==> config.mk <==
export PLATFORM = sky130hd
export DESIGN_NAME = aileron_slew_ctrl
export DESIGN_NICKNAME = d
export VERILOG_FILES = /design/src/rtl/aileron_slew_ctrl.sv
export SDC_FILE = /design/constraint.sdc
export NUM_CORES = 1
export LEC_CHECK = 0
export CORE_UTILIZATION = 28
export CTS_CLUSTER_SIZE = 16
export DETAILED_ROUTE_END_ITERATION = 8
export PLACE_DENSITY_LB_ADDON = 0.12
export SYNTH_ARGS = -nofsm -noshare
export SYNTH_HDL_FRONTEND = slang
export SYNTH_SLANG_ARGS = --single-unit
==> constraint.sdc <==
create_clock -name clk -period 10.7 [get_ports clk]
set_clock_uncertainty 0.05 [all_clocks]
set_input_delay 1.07 -clock clk [delete_from_list [all_inputs] [get_ports clk]]
set_output_delay 1.07 -clock clk [all_outputs]
set_load 0.05 [all_outputs]
==> src/rtl/aileron_slew_ctrl.sv <==
// aileron_slew_ctrl: rate limiter for the aileron angle command.
// Accepts a signed 4-bit target through valid/ready and moves the registered
// output 'angulacao' one step toward it every TICK_DIV clocks. An invalid
// target (4'b1000) forces a sticky fault that ramps back to zero and waits for
// limpa_erro.
module aileron_slew_ctrl #(
    parameter int TICK_DIV = 1000,
    parameter int MAX_ANG  = 7
) (
    input  logic       clk,
    input  logic       rst_n,
    input  logic       alvo_valid,
    input  logic [3:0] alvo,
    output logic       alvo_ready,
    input  logic       limpa_erro,
    output logic [3:0] angulacao,
    output logic       em_movimento,
    output logic       chegou,
    output logic       erro
);

    localparam int               DIV_W       = (TICK_DIV > 1) ? $clog2(TICK_DIV) : 1;
    localparam logic [DIV_W-1:0] DIV_LAST    = DIV_W'(TICK_DIV - 1);
    localparam logic signed [3:0] ANG_MAX    = 4'(MAX_ANG);
    localparam logic signed [3:0] ANG_MIN    = -ANG_MAX;
    localparam logic [3:0]       ANG_INVALID = 4'b1000;

    typedef enum logic [1:0] {IDLE, MOVE, FAULT} state_t;

    state_t                  state;
    logic signed [3:0]       ang;
    logic signed [3:0]       target;
    logic [DIV_W-1:0]        div;

    logic signed [3:0]       goal;
    logic signed [3:0]       step_ang;
    logic signed [3:0]       alvo_sat;
    logic [DIV_W-1:0]        div_next;
    logic                    counting;
    logic                    tick;
    logic                    xfer;
    logic                    alvo_bad;

    // Saturate an accepted target to the mechanical limits.
    function automatic logic signed [3:0] clamp_ang(input logic signed [3:0] a);
        logic signed [3:0] r;
        r = a;
        if (a > ANG_MAX) r = ANG_MAX;
        else if (a < ANG_MIN) r = ANG_MIN;
        return r;
    endfunction

    // Move one unit from a toward g (no change when already there).
    function automatic logic signed [3:0] step_toward(input logic signed [3:0] a,
                                                       input logic signed [3:0] g);
        logic signed [3:0] r;
        r = a;
        if (a < g) r = a + 4'sd1;
        else if (a > g) r = a - 4'sd1;
        return r;
    endfunction

    assign angulacao = ang;

    // Step decision for this edge: the goal in force before the edge is used.
    always_comb begin
        goal     = (state == FAULT) ? 4'sd0 : target;
        counting = (state == MOVE) || ((state == FAULT) && (ang != 4'sd0));
        tick     = (div == DIV_LAST);
        step_ang = (counting && tick) ? step_toward(ang, goal) : ang;
        xfer     = alvo_valid && alvo_ready;
        alvo_bad = (alvo == ANG_INVALID);
        alvo_sat = clamp_ang($signed(alvo));
        div_next = tick ? '0 : div + 1'b1;
    end

    // Control FSM with registered outputs; divider keeps its phase across retargets.
    always_ff @(posedge clk or negedge rst_n) begin
        if (!rst_n) begin
            state        <= IDLE;
            ang          <= 4'sd0;
            target       <= 4'sd0;
            div          <= '0;
            alvo_ready   <= 1'b1;
            em_movimento <= 1'b0;
            chegou       <= 1'b0;
            erro         <= 1'b0;
        end else begin
            chegou <= 1'b0;
            case (state)
                IDLE: begin
                    if (xfer) begin
                        div <= '0;
                        if (alvo_bad) begin
                            state        <= FAULT;
                            erro         <= 1'b1;
                            alvo_ready   <= 1'b0;
                            em_movimento <= (ang != 4'sd0);
                        end else begin
                            target <= alvo_sat;
                            if (alvo_sat == ang) begin
                                chegou <= 1'b1;
                            end else begin
                                state        <= MOVE;
                                em_movimento <= 1'b1;
                            end
                        end
                    end
                end
                MOVE: begin
                    ang <= step_ang;
                    if (xfer && alvo_bad) begin
                        state        <= FAULT;
                        erro         <= 1'b1;
                        alvo_ready   <= 1'b0;
                        em_movimento <= (step_ang != 4'sd0);
                        div          <= (step_ang != 4'sd0) ? div_next : '0;
                    end else if ((xfer && (alvo_sat == step_ang)) ||
                                 (!xfer && (target == step_ang))) begin
                        if (xfer) target <= alvo_sat;
                        state        <= IDLE;
                        chegou       <= 1'b1;
                        em_movimento <= 1'b0;
                        div          <= '0;
                    end else begin
                        if (xfer) target <= alvo_sat;
                        div <= div_next;
                    end
                end
                FAULT: begin
                    ang <= step_ang;
                    if (limpa_erro && (ang == 4'sd0)) begin
                        state        <= IDLE;
                        erro         <= 1'b0;
                        target       <= 4'sd0;
                        alvo_ready   <= 1'b1;
                        em_movimento <= 1'b0;
                        div          <= '0;
                    end else begin
                        em_movimento <= (step_ang != 4'sd0);
                        div          <= (counting && (step_ang != 4'sd0)) ? div_next : '0;
                    end
                end
                default: state <= IDLE;
            endcase
        end
    end

endmodule

### Word level (Yosys, flattened, before mapping)

Cells that the tools add are included.

* flip-flop bits (word level): 24
* output and inout port bits: 8
* word-level logic and storage cells: 103
* input port bits: 8

* mux-type cells: 50
* equal/unequal tests: 16
* reductions and logical operators: 22
* order comparisons: 4
* $add $sub $neg: 3

Operators by type and width (count)
* $mux 10: 7
* $mux 4: 11
* $pmux 10 s3: 1
* $mux 1: 19
* $eq 4x4->1: 3
* $mux 2: 6
* $pmux 4 s3: 1
* $add 10x1->10 const B: 1
* $eq 10x10->1 const B: 1
* $ne 2x2->1 const B: 5
* $pmux 1 s3: 3
* $logic_and 1x1->1: 8
* $reduce_and 4->1: 2
* $reduce_bool 4->1: 2
* $pmux 2 s3: 1
* $reduce_and 6->1: 1
* $reduce_and 5->1: 1
* $add 4x2->4 const B: 1
* $eq 4x4->1 const B: 1
* $gt 4x4->1: 1
* $gt 4x4->1 const B: 1
* $logic_not 4->1: 1
* $lt 4x4->1: 1
* $lt 4x4->1 const B: 1
* 13 further kinds: 15

### Logic depth before layout (Yosys ltp)

Gate-level depths: netlist of the first run.

* word-level depth: 12
* depth in mapped cells: 16
* mapped depth without buffers: 13

### Least setup slack after synthesis of the first run

Ideal clock, no wire load.

* kind: input-to-reg
* start point: in alvo[2]
* end point: reg div[9]
* library setup time: 0.126 ns
* stages on the path: 13
* path slack: 6.762 ns
* arrival time: 3.762 ns
* path buffers: 1
* required time: 10.524 ns
* cells stage by stage: nor3_1 -> nand2b_1 -> ha_1 -> o21ai_0 -> nand3b_1 -> or4_1 -> o21ai_1 -> a21oi_1 -> or4_1 -> a31oi_4 -> buf_6 -> nor3_2 -> a221o_1

* cells in the longest elaborated chain, start to end: 9
* elaborated cells on any way between the ends: 12

Ends and longest elaborated chain
* start: declaration: line 13 `input logic [3:0] alvo,`
* $lt 4x4->1: line 49 `else if (a < ANG_MIN) r = ANG_MIN;`
* $mux 4: line 49
* $mux 4: line 48 `if (a > ANG_MAX) r = ANG_MAX;`
* $eq 4x4->1: line 118 `end else if ((xfer && (alvo_sat == step_ang)) ||`
* $logic_and 1x1->1: line 118
* $logic_or 1x1->1: line 118
* $mux 10: line 118
* $mux 10 *: line 112 `if (xfer && alvo_bad) begin`
* $pmux 10 s3 *: line 90 `case (state)`
* end signal: assignment: line 117 `div <= (step_ang != 4'sd0) ? div_next : '0;`
* end signal: assignment: line 127 `div <= div_next;`
* end signal: assignment: line 141 `div <= (counting && (step_ang != 4'sd0)) ? div_next : '0;`
* end: declaration: line 33 `logic [DIV_W-1:0] div;`

Mark *: on every way between the ends. The rest lies on a longest branch, timed or not.
A chain may end at the register's enable or synchronous reset.

### Worst setup path after layout of the first run

Ends and elaborated chain as after synthesis.

==> impl_metrics.json, run 1 <==
{
  "path_common_cell": "or4_1",
  "drtAntennaViolNets": 0,
  "clkSinkCount": 24,
  "setup_tns_ps": 0,
  "synth_top_family_by_area": "simple AND/OR/NAND/NOR gates",
  "nets": 251,
  "cp_max_fo": 12,
  "finalSetupViolations": 0,
  "path_depth": 13,
  "cts_buffers": 3,
  "yosys.area_share.simple": 0.269,
  "powerDensity_mw_per_mm2": 84.1,
  "insertion_delay_ps": 270,
  "period_share": 0.424,
  "portBuffers": 15,
  "rsz0062_at_grt": "no",
  "die_x_um": 84.9,
  "dr.first_iter.drc_count": 74,
  "yosysSeqAreaShare": 0.313,
  "max_stage_delay_ps": 590,
  "synthAdderAreaFrac": 0.0715,
  "syn_area_per_cell_um2": 8.83,
  "crit_type": "in2reg",
  "grt_pass1_vias": 1655,
  "yosys_warnings": 0,
  "dieHeight_um": 84.9,
  "initial_core_util": 0.296,
  "cts_hold_buf": 0,
  "synth_edf_count": 0,
  "area_growth_pct": 14.8,
  "gp_congestion": 0.758,
  "firstDrtPassIters": 4,
  "regArea_um2": 602,
  "dp_hpwl_mm": 3.52,
  "drive_above_1_share": 0.0823,
  "die-area_mm2": 0.00721,
  "crit_slowest_cell": "or4_1",
  "worstMarginPinSlew_ps": 686,
  "r2r_slack_ps": 6220,
  "clock.fmax_ghz": 0.220,
  "post_cts_buffers": 0,
  "fillCellCount": 671,
  "wl_mm": 4.74,
  "clk_pin_slew_worst_paths_ps": 90,
  "wire_per_inst_um": 15.4,
  "r2r-end": "div[9]",
  "grt_pass1_wl_mm": 8.35,
  "crit_buf_inv": 1,
  "cp.arrival_ps": 4650,
  "cp-startpoint": "alvo[2]",
  "multi_input_area_mm2": 0.00125,
  "cp-endpoint": "div[9]",
  "antenna_found_initial": 0,
  "drt-vias-per-instance": 5.28,
  "crit_path_start_kind": "input pin",
  "cp.required_ps": 10810,
  "synth_cell_types": 56,
  "hold_slack_ps": 460,
  "path_cells": "clkdlybuf4s50_1 > nor3_1 > nand2b_1 > ha_1 > o21ai_0 > nand3b_1 > or4_1 > o21ai_1 > a21oi_1 > or4_1 > a31oi_4 > nor2_1 > a221o_1",
  "muxShareOfSynthArea": 0.0390,
  "yosys_register_bits": 24,
  "synth_xor_xnor_area_share": 0.0754,
  "cts_root_buf": "clkbuf_8",
  "ios": 16,
  "fin_crit_ps": 4540,
  "vias": 1626,
  "leakage_nw": 0.932,
  "drc": 0,
  "drv_slew": 0,
  "hp-class": "reg2reg",
  "cap_violations": 0,
  "tritoncts": "built",
  "synth_compound_area_frac": 0.194,
  "critPathCaptureType": "register",
  "cts_max_path_buffers": 2,
  "finalHoldViolCount": 0,
  "vdd_drop_max_uv": 39.0,
  "core-area_mm2": 0.00649,
  "slew_headroom": 0.538,
  "grt.total_usage": 0.144,
  "ys_async_sr_fraction": 1.00,
  "synthFlopType": "dfrtp_1",
  "syn-num-nets": 237,
  "syn_area_mm2": 0.00192,
  "ctsHtreeMaxLevel": 1,
  "cts_resized": 0,
  "synth_cells": 218,
  "grt_remaining_overflow": 0,
  "reg2reg_depth": 13,
  "grt_max_degree": 25,
  "r2r_start": "state[0]",
  "status": "completed",
  "n_antenna_cell": 0,
  "row_count": 29,
  "critical-path-top-delay-family": "simple AND/OR/NAND/NOR gates"
}
[power breakdown]
part	internal, mW	switching (mW)
clock network	0.0500	0.0319
logic	0.00595	0.00712
registers	0.0907	0.0000495
[state kept, by name (all words and copies together) (netlist names)]
| signal | count |
|---|---|
| target | 4 |
| alvo_ready | 1 |
| angulacao | 4 |
| erro | 1 |
| div | 10 |
| state | 2 |
| chegou | 1 |
| em_movimento | 1 |
[metrics by stage]
stage	instances	area, µm²	total power, mW	setup slack, ps	util
after CTS	308	2210	0.189	6140	0.340
final	308	2210	0.186	6160	0.340
after global placement	304	2140	0.106	5910	0.329
after floorplan	218	1920	0.0989	6760	-
after detailed placement	304	2140	0.106	5820	0.329
after global routing	308	2210	0.194	5760	0.340
[synth_stat cells, types with 5 or more instances]
cell | instances | share of area
dfrtp_1 | 23 | 0.30
nand2_1 | 23 | 0.045
nor2_1 | 17 | 0.033
ha_1 | 11 | 0.072
nand3_1 | 10 | 0.026
xnor2_1 | 10 | 0.046
inv_1 | 9 | 0.018
o21ai_0 | 9 | 0.023
o31ai_1 | 9 | 0.035
a21oi_1 | 6 | 0.016
a21o_1 | 5 | 0.020
clkbuf_1 | 5 | 0.0098
nand2b_1 | 5 | 0.016
nor3_1 | 5 | 0.013
[kinds of logic after synthesis]
kind of cell,count (synthesis)
simple gates,94
compound gates,51
flops,24
buf+inv,16
xor+xnor,15
fa+ha+maj,11
mux,7
[worst reg2reg max path: stages, from the launching register on]
cell and delay (ps):
dfrtp_1 400, inv_1 90, ha_1 410, nand2b_1 170, ha_1 250, a21boi_0 160
a32oi_1 510, mux2i_1 470, or4bb_1 550, a311oi_2 350, nor2_1 130, a31oi_4 360
nor2_1 160, a221o_1 310
[worst min path at each step]
stage                      start  cells past startpoint  slack [ps]     end
final                       erro                      2         460    erro
after global routing        erro                      2         490    erro
after CTS                   erro                      2         470    erro
after detailed placement    erro                      2         440    erro
after global placement      erro                      2         440    erro
after floorplan           div[0]                      1         420  div[0]
[cell usage in the layout (no fill, tap or decap), drive strengths merged, types with 2 or more instances in the layout]
| cell | n |
|---|---|
| a211oi | 2 |
| a21boi | 2 |
| a21o | 6 |
| a21oi | 7 |
| a22o | 3 |
| a31oi | 3 |
| and2 | 2 |
| and3 | 4 |
| clkbuf | 3 |
| clkdlybuf4s50 | 15 |
| dfrtp | 23 |
| ha | 11 |
| inv | 9 |
| mux2 | 4 |
| mux2i | 3 |
| nand2 | 23 |
| nand2b | 5 |
| nand3 | 11 |
| nand3b | 4 |
| nand4 | 3 |
| nor2 | 17 |
| nor2b | 4 |
| nor3 | 6 |
| nor4b | 2 |
| o21ai | 10 |
| o31ai | 9 |
| or3 | 2 |
| or4 | 3 |
| xnor2 | 10 |
| xor2 | 4 |
[final cells by class]
| cell class | instances | share of cell area |
|---|---|---|
| Clock inverter | 1 | 0.0136 |
| Inverter | 9 | 0.0153 |
| Sequential cell | 24 | 0.273 |
| Clock buffer | 3 | 0.0187 |
| Tap cell | 77 | 0.0436 |
| Timing Repair Buffer | 16 | 0.0714 |
| Multi-Input combinational cell | 178 | 0.565 |
[layer usage]
| metal | vias up | wire, µm | global-route usage | part of all wire |
|---|---|---|---|---|
| li1 | 825 | - | - | - |
| met1 | 774 | 2390 | 0.201 | 0.50 |
| met2 | 23 | 2210 | 0.237 | 0.47 |
| met3 | 4 | 89 | 0.0146 | 0.019 |
| met4 | 0 | 46 | 0.0431 | 0.0097 |
| met5 | - | 0 | 0 | 0 |
Power figures use the tool's default switching activity.
==> inputs of run 2 (changes only) <==
==> constraint.sdc (replaced) <==
create_clock -name clk -period 4.5 [get_ports clk]
set_clock_uncertainty 0.05 [all_clocks]
set_input_delay 0.45 -clock clk [delete_from_list [all_inputs] [get_ports clk]]
set_output_delay 0.45 -clock clk [all_outputs]
set_load 0.05 [all_outputs]
==> impl_metrics.json, run 2 (synthesis results as in run 1) <==
{
  "firstDrtPassIters": 4,
  "ctsHtreeMaxLevel": 1,
  "setup_tns_ps": 0,
  "vias": 1644,
  "nets": 259,
  "dp_hpwl_mm": 3.60,
  "r2r-end": "div[2]",
  "gp_congestion": 0.776,
  "insertion_delay_ps": 270,
  "clock.fmax_ghz": 0.241,
  "clk_pin_slew_worst_paths_ps": 90,
  "rsz0062_at_grt": "no",
  "fin_crit_ps": 4150,
  "drt-vias-per-instance": 5.20,
  "dieHeight_um": 84.9,
  "fin_util": 0.349,
  "area_growth_pct": 17.9,
  "r2r_start": "state[0]",
  "hp-class": "reg2reg",
  "die_x_um": 84.9,
  "tritoncts": "built",
  "grt_pass1_vias": 1629,
  "vdd_drop_max_uv": 103,
  "ios": 16,
  "cp_max_fo": 9,
  "antenna_found_initial": 0,
  "whs_path_depth": 2,
  "cp.arrival_ps": 4260,
  "regMostFlops": "div",
  "cts_root_buf": "clkbuf_8",
  "core-area_mm2": 0.00649,
  "critPathCaptureType": "register",
  "grt_remaining_overflow": 0,
  "layout.cells.most_common_list": "nand2_1, dfrtp_1, nor2_1",
  "status": "completed",
  "cap_violations": 0,
  "finalHoldViolCount": 0,
  "finalSetupViolations": 0,
  "cts_max_path_buffers": 2,
  "worstMarginPinSlew_ps": 740,
  "reg2reg_depth": 14,
  "grt_max_degree": 25,
  "drc": 0,
  "clkSinkCount": 24,
  "r2r_slack_ps": 350,
  "largest_reg_flops": 10,
  "worst_hold_startpoint": "erro",
  "grt_pass1_wl_mm": 8.16,
  "crit_path_start_kind": "register",
  "cts_buffers": 3,
  "cp.required_ps": 4620,
  "leakage_nw": 0.973,
  "hold_slack_ps": 454,
  "dr.first_iter.drc_count": 97,
  "period_share": 0.921,
  "post_cts_buffers": 0,
  "drtAntennaViolNets": 0,
  "cts_hold_buf": 0,
  "crit_type": "reg2reg",
  "wire_per_inst_um": 14.8,
  "min_to": "erro",
  "grt.total_usage": 0.141,
  "slew_headroom": 0.501,
  "portBuffers": 15,
  "powerDensity_mw_per_mm2": 195,
  "cts_resized": 0,
  "row_count": 29,
  "wl_mm": 4.67,
  "power_mw": 0.442,
  "die-area_mm2": 0.00721,
  "drive_above_1_share": 0.113,
  "drv_slew": 0,
  "instances_no_fill": 316,
  "fillCellCount": 653,
  "n_antenna_cell": 0,
  "initial_core_util": 0.296,
  "placed_cells": 312
}
[run 2: area by class of cell]
| type | count | area [µm²] | share of cell area |
|---|---|---|---|
| inverters | 9 | 33.8 | 0.0149 |
| clock inverters | 1 | 30.0 | 0.0132 |
| multi-input cells | 178 | 1250 | 0.550 |
| well taps | 77 | 96.3 | 0.0425 |
| clock buffers | 3 | 41.3 | 0.0182 |
| repair buffers | 24 | 218 | 0.0960 |
| flip-flops and latches | 24 | 602 | 0.265 |
[run 2: metal layers]
metal,routed length (µm),vias up,GRT usage
met5,0,-,0
met4,51,0,0.0416
met3,83,6,0.0175
met2,2200,17,0.232
met1,2340,777,0.194
li1,-,844,-
[run 2: worst max path at each step]
stage / startpoint / to / cells past startpoint
finish: state[0] / div[2] / 14
global route: state[0] / div[2] / 14
CTS: state[0] / div[9] / 13
detailed placement: alvo[2] / div[9] / 13
global placement: state[0] / div[9] / 13
floorplan: angulacao[0] / div[9] / 13
[run 2: metrics by stage]
stage	setup slack (ps)	cell area (µm²)
2_1_floorplan	644	1920
3_3_place_gp	371	2200
3_5_place_dp	301	2200
4_1_cts	344	2270
5_1_grt	84.8	2270
6_report	354	2270
[run 2: report_power, final]
group / internal, mW / leakage, nW / switching [mW]
sequential: 0.216 / 0.327 / 0.000115
combinational: 0.0142 / 0.610 / 0.0168
clock: 0.119 / 0.0357 / 0.0761
total: 0.349 / 0.973 / 0.0931
[run 2: worst max-delay path: stages (launching register included)]
cell and delay [ps]:
dfrtp_1 380, inv_1 70, ha_1 260, nand2b_1 180, ha_1 310, a21boi_0 270, a31oi_1 220, or3_1 480
or4_4 580, a311oi_2 360, nor2_1 130, a31oi_4 300, buf_4 190, o31ai_1 60, a21o_1 200
==> RTL edit, RTL diff (config.mk and constraints of run 2) <==
Make the reset (`rst_n`) synchronous in one clocked block.
--- a/src/rtl/aileron_slew_ctrl.sv
+++ b/src/rtl/aileron_slew_ctrl.sv
@@ -77,3 +77,3 @@
     // Control FSM with registered outputs; divider keeps its phase across retargets.
-    always_ff @(posedge clk or negedge rst_n) begin
+    always_ff @(posedge clk) begin
         if (!rst_n) begin
Function: differs if rst_n is asserted again (counterexample within 4 cycles, from zero or initial values and one cycle with rst_n low); with rst_n held inactive, the same outputs for 10 cycles.
==> RTL edit against run 2 <==
- critical endpoint is now em_movimento$_SDFFE_PN0P_
- final area is 4.4% higher
- sequential cell count stayed put
- synthesized cell count is 25% higher
- non-clock buffer count is 3 lower
- critical path type unchanged
- synthesized area is 5.3% higher
- wire length is 17% higher
- worst setup slack better by 2.8 ps
- via count is 18% higher
Power is not compared: it rests on default switching activity, and its combinational part moved more than twofold at a synthesized area within 25%.
==> RTL edit: results (changes against run 2) <==
- Run status: finished clean
- Net count after synthesis: 291 (+23%)
- Vias per cell: 5.12 (-1.7%)
- Fillers: 761 (+17%)
- Layout cells sized above 1: 7.39% (-3.9 points)
- First DRT Iteration DRCs: 98 (+1.0%)
- Vias in the first global route: 1,787 (+9.7%)
- Synth async-reset ratio: 0% (-100 points)
- GRT Resource Usage Total: 15.5% (+1.4 points)
- Commonest cells post-synth: nand2_1, nor2_1, dfxtp_1, o21ai_0, inv_1
- Finished Layout Cells: 380 (+20%)
- CP Max Fanout: 13 (+4)
- Largest net degree at the start of global routing: 18 (-28%)
- Mean Syn Cell Area: 7.45 um2 (-16%)
- WL/cell: 14.3 um (-3.1%)
- Minimum hold slack: 407 ps (-46.7 ps)
- Arrival time worst endpoint: 4310 ps (+50 ps)
- Crit-path slowest cell: or4_1
- Worst hold endpoint: erro$_SDFFE_PN0P_
- Largest cells by area after synthesis: dfxtp_1, nand2_1, ha_1
- Reg2reg start: state[0]$_SDFFE_PN0P_
- Placed cell area: 2290 um2 (+4.2%)
- Gpl congestion: 0.807 (+4.0%)
- Min-delay src: erro$_SDFFE_PN0P_
- Post-synth cell types: 55 (-1.8%)
- First-pass GRT wire length: 9.16 mm (+12%)
- Register area share after synthesis: 23.7% (-7.6 points)
RTL edit: cell types whose count changed after synthesis, moves of 5 or more:
cell,before,now
dfxtp_1,0,24
nor4_1,1,7
nand2_1,23,38
and2_1,2,9
dfrtp_1,23,0
o31ai_1,9,4
o211ai_1,1,8
nor2_1,17,26
RTL edit: metal layers:
metal / wire length, um / global-route usage [%] / part of all wire (%) / up-vias
met1: 2860 / 23.5 / 53 / 902
met3: 210 / 2.09 / 3.9 / 4
met5: 0 / 0 / 0 / -
li1: - / - / - / 997
met2: 2330 / 23.0 / 43 / 41
met4: 45 / 3.03 / 0.83 / 0
RTL edit: power by group through the flow:
stage	combinational, mW	clock, mW	sequential, mW
floorplan	0.302	0	0.303
global placement	0.449	0	0.270
detailed placement	0.443	0	0.270
CTS	0.445	0.209	0.265
global route	0.495	0.218	0.269
finish	0.449	0.201	0.265
RTL edit: layout make-up:
class                   instances  area share [%]
repair buffers                 21            8.25
clock buffers                   3            1.74
multi-input cells             223            61.5
clock inverters                 1            1.27
well taps                      96            5.07
flip-flops and latches         24            20.3
inverters                      12            1.90
RTL edit: cell families (layout without fill, tap and decap cells):
kind of cell / Yosys count / after routing / synth area share (%)
AOI/OAI and AO/OA: 64 / 64 / 22.6
xor gates and xnor gates: 15 / 15 / 6.48
adders and majority gates: 11 / 11 / 6.79
buffers and inverters: 25 / 37 / 4.81
DFF: 24 / 24 / 23.7
muxes: 5 / 5 / 2.53
and+or+nand+nor: 128 / 128 / 33.1
RTL edit: through the flow:
step	power (mW)	setup WS (ps)
2_1_floorplan	0.605	899
3_3_place_gp	0.719	440
3_5_place_dp	0.714	292
4_1_cts	0.920	243
5_1_grt	0.982	84.1
6_report	0.914	357
